$ cat config.mk
export PLATFORM = sky130hd
export DESIGN_NAME = systolic_2x2_ctrl
export DESIGN_NICKNAME = d
export VERILOG_FILES = /design/src/rtl/systolic_pkg.sv /design/src/rtl/systolic_2x2_ctrl.sv
export SDC_FILE = /design/constraint.sdc
export NUM_CORES = 1
export LEC_CHECK = 0
export ABC_AREA = 1
export ABC_CLOCK_PERIOD_IN_PS = 3500
export BUFFER_PORTS_ARGS = -buffer_cell sky130_fd_sc_hd__buf_2
export CAP_MARGIN = 30
export CORE_ASPECT_RATIO = 1.2
export CORE_MARGIN = 2
export CORE_UTILIZATION = 60
export DETAILED_ROUTE_END_ITERATION = 6
export PLACE_DENSITY = 0.88
export SKIP_LAST_GASP = 1
export SLEW_MARGIN = 20
export SYNTH_ARGS = -nofsm -noshare
export SYNTH_HDL_FRONTEND = slang
export SYNTH_SLANG_ARGS = --single-unit
$ cat constraint.sdc
create_clock -name i_clk -period 3.5 [get_ports i_clk]
set_input_delay 0.175 -clock i_clk [delete_from_list [all_inputs] [get_ports i_clk]]
set_output_delay 0.175 -clock i_clk [all_outputs]
set_load 0.02 [all_outputs]
$ cat src/rtl/systolic_pkg.sv
// Shared definitions for the 2x2 systolic controller.
//   ctrl_state_t : controller FSM state encoding
//   DW_DEF/CW_DEF: default operand / accumulator widths
//   IDX00..IDX11 : element slots inside the packed 2x2 matrices
//                  (slot k occupies bits [k*W +: W], so IDX00 sits in the MSBs)
package systolic_pkg;

  localparam int DW_DEF = 8;
  localparam int CW_DEF = 16;

  localparam int IDX00 = 3;
  localparam int IDX01 = 2;
  localparam int IDX10 = 1;
  localparam int IDX11 = 0;

  typedef enum logic [2:0] {
    IDLE  = 3'd0,
    FEED0 = 3'd1,
    FEED1 = 3'd2,
    DRAIN = 3'd3,
    DONE  = 3'd4
  } ctrl_state_t;

endpackage

$ cat src/rtl/systolic_2x2_ctrl.sv
// Operand sequencer / result collector for the 2x2 output-stationary MAC array.
// Takes one A,B job, feeds two array cycles, waits PE_LAT cycles, then returns
// C = A x B as (accumulator after - accumulator before), since the PE
// accumulators are never cleared.
//
// State table
//   state | meaning
//   IDLE  | ready for a job, base snapshot taken on accept
//   FEED0 | array gets column 0 of A and row 0 of B
//   FEED1 | array gets column 1 of A and row 1 of B
//   DRAIN | wait PE_LAT cycles for the accumulators to settle
//   DONE  | result valid and held until consumer takes it
//
// Ports
//   i_clk, i_rst_n          clock, async active-low reset (shared with array)
//   i_in_valid/o_in_ready   job handshake, i_a_mat/i_b_mat packed operands
//   o_arr_en, o_arr_a0/a1/b0/b1  array drive
//   i_arr_c00..c11          array accumulators
//   o_out_valid/i_out_ready result handshake, o_c_res packed result
//   o_busy                  high outside IDLE
module systolic_2x2_ctrl
  import systolic_pkg::*;
#(
  parameter int DW     = DW_DEF,
  parameter int CW     = CW_DEF,
  parameter int PE_LAT = 1
) (
  input  logic            i_clk,
  input  logic            i_rst_n,
  input  logic            i_in_valid,
  output logic            o_in_ready,
  input  logic [4*DW-1:0] i_a_mat,
  input  logic [4*DW-1:0] i_b_mat,
  output logic            o_arr_en,
  output logic [DW-1:0]   o_arr_a0,
  output logic [DW-1:0]   o_arr_a1,
  output logic [DW-1:0]   o_arr_b0,
  output logic [DW-1:0]   o_arr_b1,
  input  logic [CW-1:0]   i_arr_c00,
  input  logic [CW-1:0]   i_arr_c01,
  input  logic [CW-1:0]   i_arr_c10,
  input  logic [CW-1:0]   i_arr_c11,
  output logic            o_out_valid,
  input  logic            i_out_ready,
  output logic [4*CW-1:0] o_c_res,
  output logic            o_busy
);

  localparam int CNTW = (PE_LAT > 1) ? $clog2(PE_LAT) : 1;

  ctrl_state_t     r_state;
  logic [4*DW-1:0] r_a;
  logic [4*DW-1:0] r_b;
  logic [4*CW-1:0] r_base;
  logic [4*CW-1:0] r_c_res;
  logic [CNTW-1:0] r_cnt;
  logic            r_in_ready;
  logic            r_out_valid;
  logic            r_busy;

  always_ff @(posedge i_clk or negedge i_rst_n) begin
    if (!i_rst_n) begin
      r_state     <= IDLE;
      r_a         <= '0;
      r_b         <= '0;
      r_base      <= '0;
      r_c_res     <= '0;
      r_cnt       <= '0;
      r_in_ready  <= 1'b1;
      r_out_valid <= 1'b0;
      r_busy      <= 1'b0;
    end else begin
      case (r_state)
        IDLE: begin
          if (i_in_valid) begin
            r_a        <= i_a_mat;
            r_b        <= i_b_mat;
            r_base     <= {i_arr_c00, i_arr_c01, i_arr_c10, i_arr_c11};
            r_in_ready <= 1'b0;
            r_busy     <= 1'b1;
            r_state    <= FEED0;
          end
        end
        FEED0: r_state <= FEED1;
        FEED1: begin
          r_cnt   <= CNTW'(PE_LAT - 1);
          r_state <= DRAIN;
        end
        DRAIN: begin
          if (r_cnt == '0) begin
            // Subtraction wraps mod 2^CW, so accumulator wrap cancels out.
            r_c_res[IDX00*CW +: CW] <= i_arr_c00 - r_base[IDX00*CW +: CW];
            r_c_res[IDX01*CW +: CW] <= i_arr_c01 - r_base[IDX01*CW +: CW];
            r_c_res[IDX10*CW +: CW] <= i_arr_c10 - r_base[IDX10*CW +: CW];
            r_c_res[IDX11*CW +: CW] <= i_arr_c11 - r_base[IDX11*CW +: CW];
            r_out_valid             <= 1'b1;
            r_state                 <= DONE;
          end else begin
            r_cnt <= r_cnt - 1'b1;
          end
        end
        DONE: begin
          if (i_out_ready) begin
            r_out_valid <= 1'b0;
            r_in_ready  <= 1'b1;
            r_busy      <= 1'b0;
            r_state     <= IDLE;
          end
        end
        default: r_state <= IDLE;
      endcase
    end
  end

  // Array drive depends only on state and latched operands, never on inputs.
  always_comb begin
    o_arr_en = 1'b0;
    o_arr_a0 = '0;
    o_arr_a1 = '0;
    o_arr_b0 = '0;
    o_arr_b1 = '0;
    case (r_state)
      FEED0: begin
        o_arr_en = 1'b1;
        o_arr_a0 = r_a[IDX00*DW +: DW];
        o_arr_a1 = r_a[IDX10*DW +: DW];
        o_arr_b0 = r_b[IDX00*DW +: DW];
        o_arr_b1 = r_b[IDX01*DW +: DW];
      end
      FEED1: begin
        o_arr_en = 1'b1;
        o_arr_a0 = r_a[IDX01*DW +: DW];
        o_arr_a1 = r_a[IDX11*DW +: DW];
        o_arr_b0 = r_b[IDX10*DW +: DW];
        o_arr_b1 = r_b[IDX11*DW +: DW];
      end
      default: ;
    endcase
  end

  assign o_in_ready  = r_in_ready;
  assign o_out_valid = r_out_valid;
  assign o_busy      = r_busy;
  assign o_c_res     = r_c_res;

endmodule

; After elaboration in Yosys (flattened, before gate mapping)
; Index checks and enable logic that the tools add are counted.
[totals]
word_cells = 51
inputBits = 132
ff_bits = 199
output_inout_bits = 100
[classes]
bitwise = 1
n_eq_ne = 7
reduce_logical = 10
n_mux = 19
addsub = 5
[ops]
columns = op, n
row1 = 8-bit case mux with 2 select lines, 4
row2 = 16-bit subtractor, 4
row3 = 3-bit case mux with 5 select lines, 1
row4 = 3-bit two-way mux, 3
row5 = 3-bit AND reduction, 3
row6 = 1-bit case mux with 2 select lines, 4
row7 = 1-bit two-way mux, 7
row8 = "3-bit by 2-bit equality test with 1-bit output, second input constant", 2
row9 = "2-bit != test, second input constant", 3
row10 = 2-bit nonzero test, 3
row11 = 2-bit AND reduction, 2
row12 = "3-bit by 1-bit equality test with 1-bit output, second input constant", 1
row13 = "3-bit equality test, second input constant", 1
row14 = 3-bit zero test, 1
row15 = 2-bit OR reduction, 1
row16 = 1-bit inverter, 1
row17 = "1-bit subtractor, second input constant", 1

; Longest topological paths before layout
[logic_depth]
depth_word = 3
ltp_mapped = 13
mapped_depth_nobuf = 13

; Worst setup path before layout
; No wires, ideal clock.
[synth_timing]
path_type = reg2reg
start = reg r_base[16]
end = reg r_c_res[28] (netlist: o_c_res[28])
slack_ns = 1.887
setup_time_ns = 0.117
stages_incl_launch_ff = 11
t_arrival_ns = 1.496
cell_sequence = dfrtp_1 -> ha_1 -> fa_1 -> inv_1 -> nand3_1 -> nand3_1 -> nand3_1 -> nand3_1 -> nand2_1 -> nand3_1 -> nand2_1
[synth_between]
elab_chain_cells = 1
[synth_rtl]
columns = element, line_no
row1 = start: declaration, systolic_2x2_ctrl.sv:54  ; logic [4*CW-1:0] r_base;
row2 = start signal: assignment, systolic_2x2_ctrl.sv:78  ; r_base <= {i_arr_c00, i_arr_c01, i_arr_c10, i_arr_c11};
row3 = 16-bit subtractor, systolic_2x2_ctrl.sv:94  ; r_c_res[IDX10*CW +: CW] <= i_arr_c10 - r_base[IDX10*CW +: CW];
row4 = end signal: indexed assignment, systolic_2x2_ctrl.sv:93  ; r_c_res[IDX01*CW +: CW] <= i_arr_c01 - r_base[IDX01*CW +: CW];
row5 = end signal: indexed assignment, systolic_2x2_ctrl.sv:94
row6 = end signal: indexed assignment, systolic_2x2_ctrl.sv:95  ; r_c_res[IDX11*CW +: CW] <= i_arr_c11 - r_base[IDX11*CW +: CW];
row7 = end: declaration, systolic_2x2_ctrl.sv:55  ; logic [4*CW-1:0] r_c_res;
; No other way between the ends.
; A chain may end at the register's enable or synchronous reset.

; Final worst setup path
[layout_timing]
start = reg r_state[1]
end = out o_arr_a0[7]
[layout_between]
elab_chain_cells = 2
word_cells_on_any_way = 3
classes_between = eq/ne: 2 / mux: 1
[layout_rtl]
columns = element, line_no
row1 = start: declaration, systolic_2x2_ctrl.sv:51  ; ctrl_state_t r_state;
row2 = start signal: assignment, systolic_2x2_ctrl.sv:63  ; r_state <= IDLE;
row3 = start signal: assignment, systolic_2x2_ctrl.sv:81  ; r_state <= FEED0;
row4 = start signal: assignment, systolic_2x2_ctrl.sv:84  ; FEED0: r_state <= FEED1;
row5 = 3-bit by 2-bit equality test with 1-bit output / 3-bit by 1-bit equality test with 1-bit output (equally long branches), systolic_2x2_ctrl.sv:122  ; case (r_state)
row6 = 8-bit case mux with 2 select lines *, systolic_2x2_ctrl.sv:122
row7 = end: declaration, systolic_2x2_ctrl.sv:35  ; output logic [DW-1:0] o_arr_a0,
; Every way passes the cells marked *; elsewhere a longest branch is shown, timed or not.

==> metrics.md <==
| Metric | Value |
|---|---|
| Initial Util | `0.611` |
| Tcrit/Tclk final | `0.712` |
| Met2 capacity usage during global routing | `0.598` |
| Remaining DRCs | `1` |
| Commonest non-fill, non-tap cell in the layout | `nand2_1` |
| Met1 Track Usage GR | `0.377` |
| Count of distinct cell types in the synthesized netlist | `25` |
| Final setup TNS | `0 ns` |
| Final hold violation count | `0` |
| Fin worst setup slack | `1.01 ns` |
| Synthesized Nets | `1807` |
| Clock latency on the worst-skew pair | `0.45 ns` |
| Maximum single-stage delay on the critical path | `0.76 ns` |
| CP endpoint kind | `primary output` |
| Crit path required time | `3.32 ns` |
| Most used cells in the layout excluding fill and tap cells | `nand2_1, inv_1, buf_2, dfrtp_1, o21ai_0` |
| Area growth syn-to-layout | `27.5%` |
| Top cell type's share of synthesized area | `0.428` |
| Slew at the pin closest to its max-slew limit | `0.949 ns` |
| Post-route ant nets | `0` |
| Type of the worst min-delay path | `in2reg` |
| Setup repair after global routing missed its margin | `false` |
| Total count of max-transition violations in the final report | `0` |
| Async set-reset flop share out of synthesis | `1.00` |
| Count of input and output buffers | `231` |
| Highest clock rate | `401 MHz` |
| Drt first pass iters | `7` |
| Post-route minimum period | `2.49 ns` |
| Clock power share | `0.155` |
| Worst max-slew margin expressed relative to the limit | `0.368` |
| Top-level port count | `232` |
| Cells along the critical path | `inv_1 > nand3_1 > buf_4 > o21ai_0 > buf_2` |
| Global-route wire length before repair | `54700 µm` |
| TritonCTS sink count | `198` |
| Share of the core filled with cells | `0.779` |
| Top cells by area in the synthesized netlist | `dfrtp_1, nand2_1, inv_1` |
| Power spent charging and discharging nets | `0.00649 W` |
| EDFF count, synth | `0` |
| Worst-case clock skew | `0.0136 ns` |
| Number of flip-flops and latches in the synthesized netlist | `198` |
| Area of the die | `20300 µm²` |
| Violated checks | `DRC` |
| Sequential area share after synthesis | `0.430` |
| Cell area after technology mapping | `11500 µm²` |
| Last weighted congestion value of the routability-driven placer | `0.917` |
| Leak pwr | `8.25 nW` |
| Post-detailed-placement cell area | `12900 µm²` |
| Floorplan Core Area | `18900 µm²` |
| Diode count | `0` |
| Critical Path Source Type | `flip-flop` |
| Number of cells on the worst hold path | `3` |
| Die Height | `156 µm` |
| Average routed wire per standard cell | `15.2 µm` |
| Final-report setup violation count | `0` |
| Share of layout cells above drive strength 1 | `0.146` |
| Maximum vdd ir drop | `0.000579 V` |
| Per-instance average area after synthesis | `7.15 µm²` |
| Crit-path slowest cell | `dfrtp_1` |
| Clock-pin slew of the registers on the worst-case setup and hold paths | `0.08 ns` |
| Sw Share | `0.483` |
| Vias | `11900` |
| Antenna violations before repair | `1` |
| Cells after Synth | `1611` |
| Portion of total power attributed to sequential cells | `0.298` |
| Biggest fanout along the worst timing path | `34` |
| Worst Setup Path Type | `reg2out` |
| Post-cts resize count | `0` |
| Post-Layout Inst Area | `14700 µm²` |
| Number of rows in the core area | `55` |
| Data arrival time of the critical path | `2.32 ns` |
| Remaining global-route overflow | `0` |
| Power density cells | `917 nW/µm²` |
| Cell type with the highest aggregate area in the netlist | `dfrtp_1` |
| Detailed Route WL | `33600 µm` |
| Via count of the first global-routing pass | `12000` |
| Fin cells | `2211` |
| Met3 track demand over resource in global routing | `0.0679` |
| Layer with the highest usage after global routing | `met2` |
| CTS H-Tree Depth | `4` |
| Run status | `finished with violations` |
| Number of CTS-inserted buffers | `17` |
| Relative contribution of combinational cells to total power | `0.547` |
| TritonCTS clock tree | `built` |
| Vias per inst | `5.38` |
| Die width | `130 µm` |
| Worst Reg2Reg Path Length in Cells | `7` |
| Post-Place Worst Slack | `1.28 ns` |
| Reported max-cap violation count | `0` |
| Global-route total usage across every layer | `0.338` |
| Clock root cell | `clkbuf_16` |
| Cell internal pwr | `0.00696 W` |
| Post-Place Cells | `2058` |
| Number of design-rule violations left by the first detailed-router iteration | `1009` |
| HPWL after detailed placement | `20900 µm` |
| Total number of yosys warnings | `0` |
| Pin count of the biggest net entering global routing | `94` |
| Layout Nets | `2138` |
| Top FF cell, synth | `dfrtp_1` |
| Max Root-Sink Buffers | `2` |
-- state kept, by name, indices dropped and copies added (netlist names) --
name / flops
o_busy: 1
o_c_res: 64
o_in_ready: 1
o_out_valid: 1
r_a: 32
r_b: 32
r_base: 64
r_state: 3
-- layout make-up --
cell class	instances	area (µm²)
repair buffers	362	2480
fillers	1253	4170
inverters	264	991
well taps	256	320
clock buffers	18	429
clock inverters	14	185
multi-input cells	1099	5320
flip-flops and latches	198	4960
-- what timing repair did --
action                                 in CTS  in global routing
hold buffers                              121                  0
endpoints found under the hold margin     206                  0
setup buffers                               0                  0
-- metal layers --
| layer | part of all wire | vias to the layer above |
|---|---|---|
| met5 | 0.00048 | - |
| li1 | - | 5627 |
| met3 | 0.076 | 168 |
| met4 | 0.052 | 2 |
| met2 | 0.50 | 623 |
| met1 | 0.37 | 5477 |
-- final timing paths --
| path | start | endpoint | slack [ns] |
|---|---|---|---|
| worst max-delay path | r_state[1]$_DFFE_PN0P_ | o_arr_a0[7] | 1.01 |
| worst min-delay path | i_arr_c10[13] | r_base[29]$_DFFE_PN0P_ | 0.009 |
| worst max register to register | r_state[0]$_DFFE_PN0P_ | r_a[11]$_DFFE_PN0P_ | 1.08 |
| worst min register to register | o_c_res[38]$_DFFE_PN0P_ | o_c_res[38]$_DFFE_PN0P_ | 0.48 |
| max in group asynchronous | i_rst_n | o_in_ready$_DFFE_PN1P_ | 2.15 |
| min in group asynchronous | i_rst_n | r_base[39]$_DFFE_PN0P_ | 0.32 |
-- cells in the mapped netlist, types with 8 or more instances --
master,count
nor2_1,43
clkbuf_1,19
xor2_1,8
o21ai_1,9
nand3_1,117
dfrtp_1,197
buf_2,17
buf_4,14
ha_1,60
o21ai_0,146
nand2_1,632
xnor2_1,14
inv_1,261
nand3b_1,8
a21oi_1,29
nor3_1,13
-- critical path: cells and delay by family (launching register included) --
kind	cells	cell delay (ns)
AND/OR/NAND/NOR	1	0.14
buffers and inverters	3	0.75
AO/OA/AOI/OAI	1	0.22
flip-flops	1	0.76
-- power by group through the flow --
stage,Clock (W),Sequential (W),Combinational [W]
floorplan,0,0.00431,0.00469
global placement,0,0.00395,0.00665
detailed placement,0,0.00397,0.00696
CTS,0.00209,0.00394,0.00713
global route,0.00219,0.00410,0.00823
finish,0.00208,0.00401,0.00736
-- cell families after synthesis --
family,synth area share
simple gates,0.291
buf+inv,0.109
flops,0.430
compound gates,0.0807
fa+ha+maj,0.0722
xor+xnor,0.0167
-- through the flow --
stage	hold WS, ns	total power, W
global placement	0.271	0.0106
finish	0.00895	0.0135
global route	0.00964	0.0145
floorplan	-0.121	0.00900
CTS	0.000306	0.0132
detailed placement	0.255	0.0109
(Power assumes the default switching activity.)
